## src/rtl/dmem_access_ctrl.sv

```systemverilog
// -----------------------------------------------------------------------------
// dmem_access_ctrl
//
// Sequences a single-port synchronous data RAM between a store requester and a
// load requester. Each requester has a req/done handshake. Operands are
// captured at grant. Every RAM strobe and every handshake output comes from a
// register. When both requesters ask in the same IDLE cycle, round-robin
// arbitration picks the one that was not granted last.
//
// Ports
//   clock, reset          : system clock, synchronous active-high reset
//   st_req/st_addr/st_data: store request level plus word address and data
//   st_done               : one-cycle pulse in the cycle the store is committed
//   ld_req/ld_addr        : load request level plus word address
//   ld_data/ld_valid      : registered load result and its one-cycle pulse
//   mem_addr/mem_wdata    : registered RAM address and write data
//   mem_rdata             : RAM read data (READ_LATENCY cycles after sampling)
//   mem_ena/mem_wren      : RAM enable and write enable (1 = write)
//   busy                  : high whenever the sequencer is not idle
//
// Parameters
//   WIDTH        : data and address width in bits
//   READ_LATENCY : RAM read latency in cycles, 1..4
// -----------------------------------------------------------------------------
module dmem_access_ctrl #(
    parameter int WIDTH        = 32,
    parameter int READ_LATENCY = 1
) (
    input  logic             clock,
    input  logic             reset,
    input  logic             st_req,
    input  logic [WIDTH-1:0] st_addr,
    input  logic [WIDTH-1:0] st_data,
    output logic             st_done,
    input  logic             ld_req,
    input  logic [WIDTH-1:0] ld_addr,
    output logic [WIDTH-1:0] ld_data,
    output logic             ld_valid,
    output logic [WIDTH-1:0] mem_addr,
    output logic [WIDTH-1:0] mem_wdata,
    input  logic [WIDTH-1:0] mem_rdata,
    output logic             mem_ena,
    output logic             mem_wren,
    output logic             busy
);

    typedef enum logic [2:0] {
        S_IDLE  = 3'd0,
        S_WRITE = 3'd1,
        S_READ  = 3'd2,
        S_RESP  = 3'd3,
        S_LDONE = 3'd4
    } state_t;

    localparam logic GRANT_LOAD  = 1'b0;
    localparam logic GRANT_STORE = 1'b1;

    // Final count value of the READ phase.
    localparam logic [1:0] CNT_LAST = 2'(READ_LATENCY - 1);

    state_t           state_reg, state_next;
    logic [1:0]       cnt_reg, cnt_next;
    logic             last_grant_reg, last_grant_next;
    logic [WIDTH-1:0] addr_reg, addr_next;
    logic [WIDTH-1:0] wdata_reg, wdata_next;
    logic [WIDTH-1:0] ld_data_reg, ld_data_next;
    logic             ena_reg, ena_next;
    logic             wren_reg, wren_next;
    logic             st_done_reg, st_done_next;
    logic             ld_valid_reg, ld_valid_next;
    logic             busy_reg, busy_next;

    // Next-state, operand capture and output decode.
    always_comb begin
        state_next      = state_reg;
        cnt_next        = cnt_reg;
        last_grant_next = last_grant_reg;
        addr_next       = addr_reg;
        wdata_next      = wdata_reg;
        ld_data_next    = ld_data_reg;

        case (state_reg)
            S_IDLE: begin
                // A store wins when it asks alone, or when both ask and the
                // load was granted last.
                if (st_req && (!ld_req || last_grant_reg == GRANT_LOAD)) begin
                    state_next      = S_WRITE;
                    addr_next       = st_addr;
                    wdata_next      = st_data;
                    last_grant_next = GRANT_STORE;
                end else if (ld_req) begin
                    state_next      = S_READ;
                    addr_next       = ld_addr;
                    cnt_next        = '0;
                    last_grant_next = GRANT_LOAD;
                end
            end
            S_WRITE: state_next = S_IDLE;
            S_READ: begin
                if (cnt_reg == CNT_LAST) begin
                    state_next = S_RESP;
                    cnt_next   = '0;
                end else begin
                    cnt_next = cnt_reg + 2'd1;
                end
            end
            S_RESP: begin
                ld_data_next = mem_rdata;
                state_next   = S_LDONE;
            end
            S_LDONE: state_next = S_IDLE;
            default: state_next = S_IDLE;
        endcase

        // Strobes are decoded from the next state and then registered, so
        // they line up with the state they belong to and never glitch.
        ena_next      = (state_next == S_WRITE) || (state_next == S_READ) ||
                        (state_next == S_RESP);
        wren_next     = (state_next == S_WRITE);
        st_done_next  = (state_next == S_WRITE);
        ld_valid_next = (state_next == S_LDONE);
        busy_next     = (state_next != S_IDLE);
    end

    always_ff @(posedge clock) begin
        if (reset) begin
            state_reg      <= S_IDLE;
            cnt_reg        <= '0;
            last_grant_reg <= GRANT_LOAD;
            addr_reg       <= '0;
            wdata_reg      <= '0;
            ld_data_reg    <= '0;
            ena_reg        <= 1'b0;
            wren_reg       <= 1'b0;
            st_done_reg    <= 1'b0;
            ld_valid_reg   <= 1'b0;
            busy_reg       <= 1'b0;
        end else begin
            state_reg      <= state_next;
            cnt_reg        <= cnt_next;
            last_grant_reg <= last_grant_next;
            addr_reg       <= addr_next;
            wdata_reg      <= wdata_next;
            ld_data_reg    <= ld_data_next;
            ena_reg        <= ena_next;
            wren_reg       <= wren_next;
            st_done_reg    <= st_done_next;
            ld_valid_reg   <= ld_valid_next;
            busy_reg       <= busy_next;
        end
    end

    assign mem_addr  = addr_reg;
    assign mem_wdata = wdata_reg;
    assign ld_data   = ld_data_reg;
    assign mem_ena   = ena_reg;
    assign mem_wren  = wren_reg;
    assign st_done   = st_done_reg;
    assign ld_valid  = ld_valid_reg;
    assign busy      = busy_reg;

endmodule

```

## config.mk

```make
export PLATFORM = sky130hd
export DESIGN_NAME = dmem_access_ctrl
export DESIGN_NICKNAME = d
export VERILOG_FILES = /design/src/rtl/dmem_access_ctrl.sv
export SDC_FILE = /design/constraint.sdc
export NUM_CORES = 1
export LEC_CHECK = 0
export ABC_AREA = 1
export CAP_MARGIN = 20
export CORE_AREA = 2 2 113 159
export CTS_CLUSTER_SIZE = 30
export DETAILED_ROUTE_END_ITERATION = 10
export DIE_AREA = 0 0 115 161
export PLACE_DENSITY = 0.55
export SYNTH_ARGS = -nofsm -noshare
export SYNTH_HDL_FRONTEND = slang
export SYNTH_SLANG_ARGS = --single-unit
```

## constraint.sdc

```tcl
create_clock -name clock -period 2.4 [get_ports clock]
set_clock_uncertainty 0.15 [all_clocks]
set_input_delay 0.48 -clock clock [delete_from_list [all_inputs] [get_ports clock]]
set_output_delay 0.48 -clock clock [all_outputs]
set_load 0.01 [all_outputs]
```

==> results.tsv, run 1 <==
stage	metric	value	unit
run_status	status	complete, no violations	
synthesis	Distinct cells, synth	21	
placed_design	HPWL Detailed	9750	um
floorplanning	Rows	57	
timing	worst hold slack	315	ps
timing	Final setup viols	0	
cts	Post-CTS Hold Buffers	0	
cells_and_area	post-layout util	0.408	
cts	Clock Path Buffers	2	
routing	antenna-violating nets left	0	
placed_design	Port Buf Inserts	232	
power	Gate power share	0.223	
routing	1st-iter DRT viols	136	
global_routing	largest net degree at the start of global routing	67	
cts	TritonCTS Sinks	106	
cells_and_area	number of diodes	0	
power	Sequential Power Share	0.442	
cells_and_area	Final #Nets	923	
cts	clock buffer count from CTS	9	
setup_path	crit path capture type	primary output	
setup_path	CP Launch Type	flop	
synthesis	Post-synth EDFFs	0	
power	clock network power share	0.335	
global_routing	GRT Util Overall	0.149	
timing	Period minus WS final	1890	ps
synthesis	Syn Inst Count	574	
synthesis	Synth top area share	0.505	
power	leakage power	2.95	nW
timing	Final period util	0.789	
synthesis	most common cell in the netlist	nand2_1	
floorplanning	chip height	161	um
synthesis	Synth Flop Type	dfxtp_1	
global_routing	antenna violations before repair	0	
setup_path	Crit path buffers/inverters	1	
synthesis	Yosys Warn Count	0	
floorplanning	die span in x	115	um
power	Peak VDD IR	0.308	mV
routing	vias per cell	4.42	
cts	clock root cell	clkbuf_16	
cts	post-CTS setup buffer count	0	
global_routing	vias in the first global route	4226	
routing	DRT Wirelength	14100	um
timing	Max Clk Rate	0.528	GHz
routing	per-cell routed wire length	14.1	um
timing	RSZ-0062 raised after global routing	no	
timing	endpoints failing hold	0	
hold_path	Hold Path Class	flop to flop	
cells_and_area	area grow syn2layout	66.1	%
power	switching power	1.20	mW
synthesis	Synth area leader	dfxtp_1	
placed_design	Final GP Congestion	0.749	
placed_design	dpl ws	200	ps
cts	clock slew at reported path FFs	70	ps
setup_path	crit path cell chain	clkdlybuf4s50_1	
cts	CTS tree	built	
synthesis	sequential fraction of the synthesis area	0.505	
timing	Slew HR	0.720	
synthesis	Yosys reg bits	106	
floorplanning	Die Footprint	18500	um2
run	max-cap violations	0	
setup_path	crit-path max FO	2	
routing	drt pass-1 iters	5	
placed_design	dpl cells	984	
synthesis	commonest cells in the netlist	199 x nand2_1, 106 x dfxtp_1, 71 x nand3_1	
setup_path	Worst path max stage delay	570	ps
synthesis	Mapped Avg Cell Area	7.32	um2
power	P_int	3.24	mW
floorplanning	core area	17100	um2
timing	Slew @ Worst Pin	420	ps
setup_path	delay-heaviest family, CP	buffers and inverters	
timing	setup TNS	0	ps
global_routing	first-pass GRT wire length	21800	um
routing	routed vias	4416	
cells_and_area	ratio of cells with drive above 1 in the final layout	0.0479	
setup_path	Req. time, crit path	1770	ps
timing	Worst Slack Setup Final	505	ps
cells_and_area	Cell Count, Final, Fillers Out	999	
cts	cts repair resizes	0	
floorplanning	Starting Density	0.245	
cells_and_area	# fillers	1780	
synthesis	fraction of registers with async set/reset	0	
timing	final slew viol count	0	
global_routing	grt ovf	0	
power	pwr dens	637	nW/um2
setup_path	Setup CP Type	flop to primary output	
routing	# DRC	0	
setup_path	Max stage delay cell, worst path	clkdlybuf4s50_1	
floorplanning	I/O Pins	233	
setup_path	CP Data Arrival Time	1260	ps
cts	# H-tree levels	3	
power	sw frac	0.269	
cts	worst skew pair latency	340	ps
synthesis	Mapped Area	4200	um2
synthesis	Syn Nets	708	
synthesis	top post-synthesis cells by area	dfxtp_1 51%, nand2_1 18%, nand3_1 8.5%	
metrics by stage:
stage               instance area (um2)  power (mW)
floorplan                          4200        2.43
global placement                   6680        3.01
detailed placement                 6680        3.00
CTS                                6980        4.53
global route                       6980        4.70
finish                             6980        4.44
cell type report:
type | count | area, um2 | area share
clock buffer | 10 | 229 | 0.0328
timing repair buffer | 244 | 2440 | 0.349
clock inverter | 5 | 63.8 | 0.00915
tap | 206 | 258 | 0.0370
sequential | 106 | 2120 | 0.304
multi-input combinational | 416 | 1820 | 0.261
inverter | 12 | 47.5 | 0.00682
worst paths after layout:
| kind | from | endpoint | slack (ps) | cells after the start |
|---|---|---|---|---|
| min | mem_addr[15] | mem_addr[15] | 310 | 2 |
| min reg2reg | mem_addr[15] | mem_addr[15] | 310 | 2 |
| max reg2reg | state_reg[0] | mem_wdata[14] | 850 | 6 |
| max | mem_addr[5] | mem_addr[5] | 510 | 1 |
worst min-delay path, cell delays in order, from the launching register on:
cell,delay [ps]
dfxtp_1,310
nand2_1,60
a21oi_1,50
per-layer routing:
layer  share of wire  track usage  up-vias
met5               0            0        -
met4           0.018       0.0498        0
met3           0.063       0.0402       12
met2            0.51        0.261      133
met1            0.41        0.174     2012
li1                -            -     2259
layout by cell type, fill, tap and decap left out, types with 2 or more instances in the layout:
master and instances:
clkdlybuf4s50_1 232, ha_1 2, nor2_1 67, a21oi_1 35, inv_2 3, buf_4 10
dfxtp_1 106, nand3_1 71, inv_6 2, nand2_1 199, buf_12 2, inv_1 8
o21ai_0 26, nand2_4 2, clkbuf_16 9, nor2_4 3, o21ai_1 7
cells by family after synthesis:
| logic type | synth area share |
|---|---|
| and+or+nand+nor | 0.346 |
| DFF | 0.505 |
| adders and majority gates | 0.00596 |
| AOI/OAI and AO/OA | 0.0810 |
| buffers and inverters | 0.0620 |
power by group through the flow:
stage	logic [mW]	registers [mW]	clock network, mW
2_1_floorplan	0.369	2.06	0
3_3_place_gp	1.01	2.00	0
3_5_place_dp	1.00	2.00	0
4_1_cts	1.01	1.96	1.56
5_1_grt	1.09	1.98	1.64
6_report	0.991	1.96	1.49
(Power assumes the default switching activity.)
==> inputs of run 2 (changes only) <==
- clock period: 2.4 -> 1.9 ns (I/O delays scaled with it)
==> results.tsv, run 2 (same netlist as run 1, synthesis figures left out) <==
stage	metric	value	unit	change
run_status	status	complete, no violations		unchanged
timing	Final setup viols	0		unchanged
cells_and_area	number of diodes	0		unchanged
hold_path	Hold Path Class	flop to flop		unchanged
setup_path	crit path capture type	primary output		unchanged
setup_path	Worst path max stage delay	580	ps	was 570 ps
routing	1st-iter DRT viols	204		was 136
timing	Slew HR	0.756		was 0.720
cells_and_area	# fillers	1777		was 1780
floorplanning	chip height	161	um	unchanged
cells_and_area	Final #Nets	928		was 923
placed_design	Port Buf Inserts	232		unchanged
cts	clock buffer count from CTS	9		unchanged
cells_and_area	area grow syn2layout	70.1	%	was 66.1%
power	Peak VDD IR	0.444	mV	was 0.308 mV
floorplanning	Starting Density	0.245		unchanged
timing	Period minus WS final	1790	ps	
global_routing	largest net degree at the start of global routing	67		unchanged
setup_path	crit-path max FO	2		unchanged
placed_design	HPWL Detailed	9670	um	was 9750 um
cts	clock root cell	clkbuf_16		unchanged
global_routing	vias in the first global route	4109		was 4226
global_routing	GRT Util Overall	0.148		was 0.149
cells_and_area	commonest non-fill, non-tap cell in the layout	clkdlybuf4s50_1		unchanged
floorplanning	Rows	57		unchanged
placed_design	dpl ws	-32.2	ps	was 200 ps
hold_path	hold_sp	mem_addr[19]		was mem_addr[15]
cts	cts repair resizes	0		unchanged
cts	CTS tree	built		unchanged
setup_path	Crit path buffers/inverters	1		unchanged
cells_and_area	ratio of cells with drive above 1 in the final layout	0.0563		was 0.0479
floorplanning	I/O Pins	233		unchanged
timing	Worst Slack Setup Final	109	ps	was 505 ps
power	leakage power	3.02	nW	was 2.95 nW
floorplanning	Die Footprint	18500	um2	unchanged
setup_path	critical path launch point	mem_addr[24]		was mem_addr[5]
routing	DRT Wirelength	14000	um	was 14100 um
cts	post-CTS setup buffer count	0		unchanged
cells_and_area	cell area after layout	7140	um2	was 6980 um2
cts	worst skew pair latency	340	ps	about the same
timing	RSZ-0062 raised after global routing	no		unchanged
setup_path	Setup CP Type	flop to primary output		unchanged
cts	Clock Path Buffers	2		unchanged
routing	# DRC	0		unchanged
routing	per-cell routed wire length	13.9	um	was 14.1 um
timing	Max Clk Rate	0.558	GHz	
cts	clock slew at reported path FFs	70	ps	about the same
setup_path	delay-heaviest family, CP	buffers and inverters		unchanged
routing	drt pass-1 iters	4		was 5
floorplanning	core area	17100	um2	unchanged
setup_path	Max stage delay cell, worst path	clkdlybuf4s50_1		unchanged
cells_and_area	area occupied by multi-input gates	1820	um2	unchanged
placed_design	Final GP Congestion	0.760		was 0.749
setup_path	CP Data Arrival Time	1260	ps	about the same
floorplanning	die span in x	115	um	unchanged
timing	Slew @ Worst Pin	365	ps	was 420 ps
setup_path	crit path cell chain	clkdlybuf4s50_1		unchanged
timing	final slew viol count	0		unchanged
cts	Post-CTS Hold Buffers	0		unchanged
global_routing	grt ovf	0		unchanged
run	max-cap violations	0		unchanged
cells_and_area	most frequent cells in the layout	232 x clkdlybuf4s50_1, 199 x nand2_1, 106 x dfxtp_1		unchanged
setup_path	CP Launch Type	flop		unchanged
global_routing	first-pass GRT wire length	21700	um	was 21800 um
timing	endpoints failing hold	0		unchanged
cells_and_area	register area	2120	um2	unchanged
setup_path	Req. time, crit path	1370	ps	was 1770 ps
routing	vias per cell	4.34		was 4.42
cts	# H-tree levels	3		unchanged
setup_path	Worst R2R Start	state_reg[0]		unchanged
placed_design	Cell Area, Placed	6810	um2	was 6680 um2
timing	Final period util	0.942		
routing	antenna-violating nets left	0		unchanged
routing	routed vias	4364		was 4416
power	pwr dens	824	nW/um2	was 637 nW/um2
global_routing	antenna violations before repair	0		unchanged
cts	TritonCTS Sinks	106		unchanged
run 2: cell count changes in the layout (fill, tap and decap cells not counted), sizes merged:
cell and change:
buf +5, bufinv +1, clkbuf +1, clkinv -1, clkinvlp +1, inv -1
run 2: area by class of cell:
cell class                      instances  area share
Clock buffer                           11      0.0354
Clock inverter                          5      0.0117
Inverter                               12     0.00665
Multi-Input combinational cell        416       0.254
Sequential cell                       106       0.297
Tap cell                              206      0.0361
Timing Repair Buffer                  249       0.359
run 2: path summary, 6_finish.rpt:
check	endpoint	slack (ps)	cells past startpoint
max	mem_addr[24]	110	1
min	mem_addr[19]	310	2
max reg2reg	mem_wdata[18]	490	6
min reg2reg	mem_addr[19]	310	2
run 2: where the power goes:
group	leakage, nW	internal, mW	total, mW	switching, mW
clock network	0.158	1.23	2.09	0.854
registers	0.869	2.39	2.48	0.0839
logic	2.00	0.734	1.32	0.588
total	3.02	4.36	5.88	1.53
run 2: per-stage QoR:
stage / setup TNS [ps] / hold slack [ps] / power [mW] / util / std cells
floorplan: 0 / 289 / 3.07 / - / 574
global placement: -46.1 / 299 / 3.87 / 0.398 / 989
detailed placement: -348 / 303 / 3.87 / 0.398 / 989
CTS: 0 / 315 / 6.00 / 0.417 / 1005
global route: 0 / 332 / 6.20 / 0.417 / 1005
finish: 0 / 312 / 5.88 / 0.417 / 1005
run 2: per-layer routing:
layer	vias up	wire [um]	global-route usage
met5	-	0	0
li1	2269	-	-
met4	0	353	0.0570
met1	1937	5680	0.171
met3	20	1010	0.0454
met2	138	6950	0.252
